File: config.mk
export PLATFORM = sky130hd
export DESIGN_NAME = hazard_ctrl
export DESIGN_NICKNAME = d
export VERILOG_FILES = /design/src/rtl/hazard_ctrl_pkg.sv /design/src/rtl/hazard_ctrl.sv
export SDC_FILE = /design/constraint.sdc
export NUM_CORES = 1
export LEC_CHECK = 0
export CAP_MARGIN = 20
export CORE_ASPECT_RATIO = 2
export CORE_UTILIZATION = 30
export CTS_BUF_LIST = sky130_fd_sc_hd__clkbuf_8 sky130_fd_sc_hd__clkbuf_16
export CTS_CLUSTER_DIAMETER = 120
export CTS_CLUSTER_SIZE = 8
export DETAILED_ROUTE_END_ITERATION = 8
export HOLD_SLACK_MARGIN = 0.05
export PLACE_DENSITY = 0.8
export SLEW_MARGIN = 20
export SYNTH_ARGS = -nofsm -noshare
export SYNTH_HDL_FRONTEND = slang
export SYNTH_SLANG_ARGS = --single-unit
File: constraint.sdc
create_clock -name clk -period 2.3 [get_ports clk]
set_input_delay 0.23 -clock clk [delete_from_list [all_inputs] [get_ports clk]]
set_output_delay 0.23 -clock clk [all_outputs]
set_load 0.02 [all_outputs]
File: src/rtl/hazard_ctrl_pkg.sv
// Shared pipeline-control constants: hold encodings, controller state codes
// and the default divider timeout.
package hazard_ctrl_pkg;

    typedef enum logic [2:0] {
        Hold_None = 3'd0,
        Hold_Pc   = 3'd1,
        Hold_If   = 3'd2,
        Hold_Id   = 3'd3
    } hold_e;

    localparam logic [1:0] ST_RUN      = 2'd0;
    localparam logic [1:0] ST_DIV_WAIT = 2'd1;
    localparam logic [1:0] ST_FLUSH    = 2'd2;
    localparam logic [1:0] ST_HALT     = 2'd3;

    localparam int DIV_TIMEOUT_DEF = 40;

endpackage

File: src/rtl/hazard_ctrl.sv
// Pipeline hazard controller: arbitrates halt, interrupt and branch redirects,
// divider stalls and memory/load-use holds, and counts stalled cycles.
module hazard_ctrl
    import hazard_ctrl_pkg::*;
#(
    parameter int DIV_TIMEOUT = DIV_TIMEOUT_DEF,
    parameter int STALL_CW    = 16
) (
    input  logic                clk,
    input  logic                rst,
    input  logic                halt_req_i,
    input  logic                int_assert_i,
    input  logic [31:0]         int_addr_i,
    input  logic                ex_jump_flag_i,
    input  logic [31:0]         ex_jump_addr_i,
    input  logic                div_start_i,
    input  logic                div_ready_i,
    input  logic                bus_hold_i,
    input  logic                id_hold_i,
    input  logic                cnt_clr_i,
    output logic [2:0]          hold_flag_o,
    output logic                jump_flag_o,
    output logic [31:0]         jump_addr_o,
    output logic                flush_o,
    output logic                div_err_o,
    output logic [STALL_CW-1:0] stall_cnt_o,
    output logic [1:0]          state_o
);

    localparam int TCW = (DIV_TIMEOUT > 1) ? $clog2(DIV_TIMEOUT + 1) : 1;

    logic [1:0]          state_reg, state_next;
    logic [TCW-1:0]      tmo_reg, tmo_next;
    logic                flush_reg;
    logic                div_err_reg, div_err_next;
    logic [STALL_CW-1:0] stall_cnt_reg;
    hold_e               hold;
    logic                jump;
    logic [31:0]         jump_addr;

    always_comb begin
        state_next   = state_reg;
        tmo_next     = tmo_reg;
        div_err_next = 1'b0;
        hold         = Hold_None;
        jump         = 1'b0;
        jump_addr    = 32'd0;
        case (state_reg)
            ST_RUN: begin
                if (halt_req_i) begin
                    hold       = Hold_Id;
                    state_next = ST_HALT;
                end else if (int_assert_i) begin
                    jump       = 1'b1;
                    jump_addr  = int_addr_i;
                    state_next = ST_FLUSH;
                end else if (ex_jump_flag_i) begin
                    jump       = 1'b1;
                    jump_addr  = ex_jump_addr_i;
                    state_next = ST_FLUSH;
                end else if (div_start_i) begin
                    hold       = Hold_Id;
                    tmo_next   = '0;
                    state_next = ST_DIV_WAIT;
                end else if (id_hold_i) begin
                    hold = Hold_Id;
                end else if (bus_hold_i) begin
                    hold = Hold_Pc;
                end
            end
            ST_DIV_WAIT: begin
                // Halt and interrupts are deliberately not looked at here;
                // a pending halt is picked up from RUN after the divide ends.
                if (div_ready_i) begin
                    if (ex_jump_flag_i) begin
                        jump       = 1'b1;
                        jump_addr  = ex_jump_addr_i;
                        state_next = ST_FLUSH;
                    end else begin
                        state_next = ST_RUN;
                    end
                end else begin
                    hold = Hold_Id;
                    if (tmo_reg == TCW'(DIV_TIMEOUT - 1)) begin
                        div_err_next = 1'b1;
                        state_next   = ST_RUN;
                    end else begin
                        tmo_next = tmo_reg + TCW'(1);
                    end
                end
            end
            ST_FLUSH: begin
                state_next = halt_req_i ? ST_HALT : ST_RUN;
            end
            ST_HALT: begin
                hold = Hold_Id;
                if (!halt_req_i) begin
                    state_next = ST_RUN;
                end
            end
            default: state_next = ST_RUN;
        endcase
    end

    always_ff @(posedge clk or negedge rst) begin
        if (!rst) begin
            state_reg     <= ST_RUN;
            tmo_reg       <= '0;
            flush_reg     <= 1'b0;
            div_err_reg   <= 1'b0;
            stall_cnt_reg <= '0;
        end else begin
            state_reg   <= state_next;
            tmo_reg     <= tmo_next;
            flush_reg   <= (state_next == ST_FLUSH);
            div_err_reg <= div_err_next;
            if (cnt_clr_i) begin
                stall_cnt_reg <= '0;
            end else if ((hold != Hold_None) && (stall_cnt_reg != '1)) begin
                stall_cnt_reg <= stall_cnt_reg + STALL_CW'(1);
            end
        end
    end

    assign hold_flag_o = hold;
    assign jump_flag_o = jump;
    assign jump_addr_o = jump_addr;
    assign flush_o     = flush_reg;
    assign div_err_o   = div_err_reg;
    assign stall_cnt_o = stall_cnt_reg;
    assign state_o     = state_reg;

endmodule

==> metrics, run 1 <==
clock slew at reported path FFs approximately 0.070 ns; crit path kind input port to primary output; height of the die 116 um; P&R area growth vs syn 79.8%; Main synth FF type dfrtp_1; clk buf depth 2; initial antenna violation count 0; CTS Hold Bufs 0; First-pass DRT Iterations 4; Mean Syn Cell Area 9.32 um2; CTS H-tree depth 1; Seq/Total Area, Yosys 33.4%; max reg flops 16; vias per cell 5.31; Min-Delay Path Class input port to async pin; Worst Tran Pin Value roughly 0.63 ns; antenna-violating nets left 0; GPL Wtd Cong 0.949; Worst Clk Skew 0.00337 ns; DP Wirelength roughly 6500 um; Post-Route WL 8310 um; commonest non-fill, non-tap cell in the layout clkdlybuf4s50_1; cts bufs inserted 3; starting DRC count in detailed routing a little under 100; max incr delay on CP 0.45 ns; Initial Util ~31%; Layout Utilization 55.5%; I/O pin count 130; Setup crit start kind input port; Design Power 0.00178 W; syn_nets approximately 290; largest net degree at the start of global routing 27; Root Buffer clkbuf_16; CTS tree done; Power Dens Cells 509 nW/um2; first-pass GRT wire length 12500 um; Yosys cell types 55; die area 6830 um2; vias post-DR ~2300; Congestion Overflow GR 0; CP Data Arrival Time 1.95 ns; synthesized area 1950 um2; EDFF count, synth 0; vias in the first global route around 2300; Synth Register Bits 26; Yosys warning count 0; Core Region roughly 6300 um2; Cell Chain, Critical Path clkdlybuf4s50_1, nor3_1, a21oi_1, nor3b_2, buf_6, a22o_1, dlygate4sd2_1; crit-path max FO 17; DIE WIDTH between 50 and 60 um; ys async rst share 100%; Leak between 1 and 1.5 nW; Tmin final roughly 2.2 ns; highest clock rate approximately 460 MHz; Post-route DRC 0; Antenna Cells 0; Final Max Slew Viols 0; outcome complete, no violations; Reg area 651 um2; fraction of layout cells with a size suffix above 1 18.2%; crit path capture type primary output; R2R setup slack 0.13 ns; fin nets 428; Sink Count 26; multi-input logic area ~1200 um2; Hold Vio Cnt, Final 0; Period Utilization, post-route 94.8%; Peak VDD IR 0.000462 V; WL/cell 19.0 um; FP Rows between 40 and 50; final setup TNS 0 ns; placed insts ~430; highest-count cells in the layout ignoring fill and taps 93 x clkdlybuf4s50_1, 32 x a22o_1, 26 x dfrtp_1, 25 x buf_4, 20 x a21oi_1; crit path max-delay cell type clkdlybuf4s50_1; Post-Syn Instances 209; Max Cap Viol 0; endpoints failing setup 0; Fill cells 588; final cell count without fillers 437; Clk Latency, worst-skew pair 0.27 ns; Worst EP required 2.07 ns; RSZ-0062 raised after global routing false; I/O Buffers 128; Rel. slew slack 58.1%; total track usage 25.0%
==> what timing repair did <==
| item | CTS | global route |
|---|---|---|
| gates cloned | 0 | 0 |
| pin swaps | 1 | 0 |
| setup endpoints to repair | 33 | 25 |
| setup buffers | 1 | 3 |
| gates resized for setup | 37 | 31 |
==> report_power, final <==
group          internal [W]  switching (W)
combinational      0.000390       0.000383
clock              0.000267       0.000173
sequential         0.000508      0.0000597
total               0.00117       0.000616
==> stage by stage <==
| stage | setup slack [ns] | area (um2) | hold WS (ns) |
|---|---|---|---|
| floorplan | 0.393 | 1950 | -0.0656 |
| global placement | -0.176 | 3420 | 0.519 |
| detailed placement | -0.150 | 3420 | 0.538 |
| CTS | 0.0764 | 3490 | 0.347 |
| global route | 0.00173 | 3500 | 0.367 |
| finish | 0.121 | 3500 | 0.338 |
==> per-layer routing <==
metal / up-vias / global-route usage, % / wire length, um
met5: - / 0 / 0
met4: 0 / 7.14 / 116
met3: 6 / 10.7 / 1250
met2: 152 / 43.2 / 3920
met1: 1075 / 27.2 / 3030
li1: 1086 / - / -
==> final cells by class <==
| cell class | count | area share, % |
|---|---|---|
| clock buffers | 4 | 2.54 |
| well taps | 86 | 3.07 |
| repair buffers | 154 | 41.1 |
| inverters | 3 | 0.322 |
| multi-input cells | 164 | 34.4 |
| flip-flops and latches | 26 | 18.6 |
==> path summary, 6_finish.rpt <==
kind / start / to / cells after the start
hold / removal: rst / stall_cnt_o[9] / 2
min in group clk: tmo_reg[1] / tmo_reg[1] / 2
hold reg to reg: tmo_reg[1] / tmo_reg[1] / 2
setup / recovery: halt_req_i / jump_addr_o[24] / 7
setup reg to reg: state_o[1] / stall_cnt_o[4] / 8
max in group asynchronous: rst / flush_o / 2
==> worst max-delay path, delay by kind of cell <==
kind                   cells  cell delay, ns
AND/OR/NAND/NOR            2            0.48
AO/OA/AOI/OAI              2            0.24
buffers and inverters      3            0.99
==> synth_stat cells, types with 2 or more instances <==
library cell  count  area share (%)
xor2_1            2            0.90
nor2b_1           3            0.96
inv_1             3            0.58
nand3_1          10             2.6
nor3b_1           2            0.77
ha_1              2             1.3
or3_1             2            0.64
nand2_1           7             1.3
or4_1             7             2.7
dfrtp_1          26              33
buf_2            10             2.6
nor2_1           17             3.3
o21ai_0           4             1.0
and3_1            3            0.96
nor3_1            4             1.0
nor3_2            4             2.1
mux2_4            3             2.3
mux2i_1           2             1.0
o21ai_1           2            0.51
nand2b_1          2            0.64
xnor2_1           2            0.90
a22o_1           32              14
and2_1            2            0.64
o31ai_1           7             2.7
clkbuf_1          2            0.39
a21oi_1          20             5.1
==> cell families (layout without fill, tap and decap cells) <==
| group | Yosys count | after routing | synth area share, % |
|---|---|---|---|
| DFF | 26 | 26 | 33.4 |
| adders and majority gates | 2 | 2 | 1.29 |
| and+or+nand+nor | 78 | 78 | 26.0 |
| AOI/OAI and AO/OA | 74 | 74 | 28.5 |
| buffers and inverters | 19 | 161 | 5.46 |
| other | 1 | 1 | 0.193 |
| muxes | 5 | 5 | 3.34 |
| xor gates and xnor gates | 4 | 4 | 1.80 |
Power figures use the tool's default switching activity.
==> run 2: changes to the inputs <==
--- a/config.mk
+++ b/config.mk
@@ -8,7 +8,7 @@
 export CAP_MARGIN = 20
 export CORE_ASPECT_RATIO = 2
 export CORE_UTILIZATION = 30
-export CTS_BUF_LIST = sky130_fd_sc_hd__clkbuf_8 sky130_fd_sc_hd__clkbuf_16
+export CTS_BUF_LIST = sky130_fd_sc_hd__clkbuf_4 sky130_fd_sc_hd__clkbuf_8
 export CTS_CLUSTER_DIAMETER = 120
 export CTS_CLUSTER_SIZE = 8
 export DETAILED_ROUTE_END_ITERATION = 8
==> metrics, run 2 (synthesis results as in run 1) <==
Worst EP required 2.50 ns (was 2.07 ns); dpl ws -0.150 ns (unchanged); Clk Latency, worst-skew pair 0.28 ns (was 0.27 ns); Leak 1.80 nW (was 1.49 nW); Rel. slew slack 57.5% (was 58.1%); commonest non-fill, non-tap cell in the layout clkdlybuf4s50_1 (unchanged); antenna-violating nets left 0 (unchanged); Initial Util 30.9% (unchanged); Final Max Slew Viols 0 (unchanged); DIE WIDTH 59.0 um (unchanged); Worst Clk Skew 0.00244 ns (was 0.00337 ns); first-pass GRT wire length 12400 um (was 12500 um); Max Cap Viol 0 (unchanged); vias in the first global route 2308 (was 2311); fraction of layout cells with a size suffix above 1 17.5% (was 18.2%); total track usage 24.7% (was 25.0%); CTS H-tree depth 1 (unchanged); clk buf depth 2 (unchanged); P&R area growth vs syn 80.7% (was 79.8%); Sink Count 26 (unchanged); Core Region 6310 um2 (unchanged); FP Rows 41 (unchanged); Post-route DRC 0 (unchanged); die area 6830 um2 (unchanged); CTS tree done (unchanged); Power Dens Cells 469 nW/um2 (was 509 nW/um2); CTS Hold Bufs 0 (unchanged); Design Power 0.00165 W (was 0.00178 W); initial antenna violation count 0 (unchanged); setup ws final 0.0834 ns (was 0.121 ns); Reg2Reg Launch Point state_o[1] (unchanged); vias post-DR 2310 (was 2319); cts bufs inserted 3 (unchanged); fin nets 426 (was 428); Post-Route WL 8310 um (about the same); vias per cell 5.31 (about the same); First-pass DRT Iterations 4 (unchanged); Tmin final 2.22 ns (was 2.18 ns); crit path capture type flop (was primary output); Layout Utilization 55.7% (was 55.5%); crit-path max FO 12 (was 17); Congestion Overflow GR 0 (unchanged); endpoints failing setup 0 (unchanged); Min Hold Slack 0.320 ns (was 0.338 ns); Worst Tran Pin Value 0.635 ns (was 0.627 ns); outcome complete, no violations (unchanged); RR Endpoint stall_cnt_o[4] (unchanged); Peak VDD IR 0.000401 V (was 0.000462 V); highest-count cells in the layout ignoring fill and taps 93 x clkdlybuf4s50_1, 32 x a22o_1, 26 x dfrtp_1, 23 x buf_4, 22 x dlymetal6s2s_1 (was 93 x clkdlybuf4s50_1, 32 x a22o_1, 26 x dfrtp_1, 25 x buf_4, 20 x a21oi_1); max reg flops 16 (unchanged); largest net degree at the start of global routing 27 (unchanged); R2R cell count 8 (unchanged); height of the die 116 um (unchanged); Antenna Cells 0 (unchanged); GPL Wtd Cong 0.949 (unchanged); Root Buffer clkbuf_8 (was clkbuf_16); highest clock rate 451 MHz (was 459 MHz); Min-Delay Path Class input port to async pin (unchanged); R2R setup slack 0.08 ns (was 0.13 ns); Hold Vio Cnt, Final 0 (unchanged); I/O pin count 130 (unchanged); starting DRC count in detailed routing 109 (was 98); Period Utilization, post-route 96.4% (was 94.8%); Setup crit start kind flop (was input port); clock slew at reported path FFs 0.09 ns (was 0.07 ns); crit path kind flop to flop (was input port to primary output); CP Data Arrival Time 2.41 ns (was 1.95 ns); RSZ-0062 raised after global routing false (unchanged); DP Wirelength 6480 um (unchanged); I/O Buffers 128 (unchanged); WL/cell 19.1 um (was 19.0 um)
run 2: report_power, final:
group          leakage (nW)  internal, W  total (W)  switching (W)
clock                0.0288     0.000154   0.000309       0.000155
combinational          1.42     0.000395   0.000775       0.000379
sequential            0.351     0.000507   0.000565      0.0000579
run 2: per-stage QoR:
step	cells	setup TNS, ns	cell area (um2)
global route	435	0	3520
detailed placement	429	-2.73	3420
finish	435	0	3520
CTS	434	-2.12	3480
global placement	429	-3.13	3420
floorplan	209	0	1950
run 2: what timing repair did:
item	4_1_cts	5_1_grt
resized for setup	13	38
buffers inserted	1	1
pin swaps	1	0
endpoints found under the setup margin	33	24
run 2: cell type report:
type,instances,area [um2]
Timing Repair Buffer,152,1490
Clock buffer,4,55.1
Inverter,3,11.3
Fill cell,575,2790
Sequential cell,26,651
Tap cell,86,108
Multi-Input combinational cell,164,1200
run 2: metal layers:
metal | vias to the layer above | routed length [um] | global-route usage (%)
li1 | 1083 | - | -
met1 | 1078 | 3030 | 27.1
met2 | 143 | 4010 | 43.0
met3 | 6 | 1190 | 11.3
met4 | 0 | 77 | 5.24
met5 | - | 0 | 0
run 2: worst max-delay path by stage:
| stage | start | to | slack [ns] | cells past startpoint |
|---|---|---|---|---|
| 2_1_floorplan | state_o[0] | jump_addr_o[0] | 0.39 | 6 |
| 3_3_place_gp | halt_req_i | jump_addr_o[30] | -0.18 | 6 |
| 3_5_place_dp | halt_req_i | jump_addr_o[30] | -0.15 | 6 |
| 4_1_cts | state_o[0] | jump_addr_o[0] | -0.11 | 5 |
| 5_1_grt | state_o[1] | stall_cnt_o[4] | 0.004 | 8 |
| 6_report | state_o[1] | stall_cnt_o[4] | 0.08 | 8 |
run 2: worst max-delay path: stages (launching register included):
cell	delay, ns
dfrtp_1	0.40
buf_4	0.19
and2b_1	0.25
a2bb2oi_4	0.23
nor2_4	0.08
buf_4	0.17
buf_4	0.16
or4_1	0.50
a21oi_1	0.16
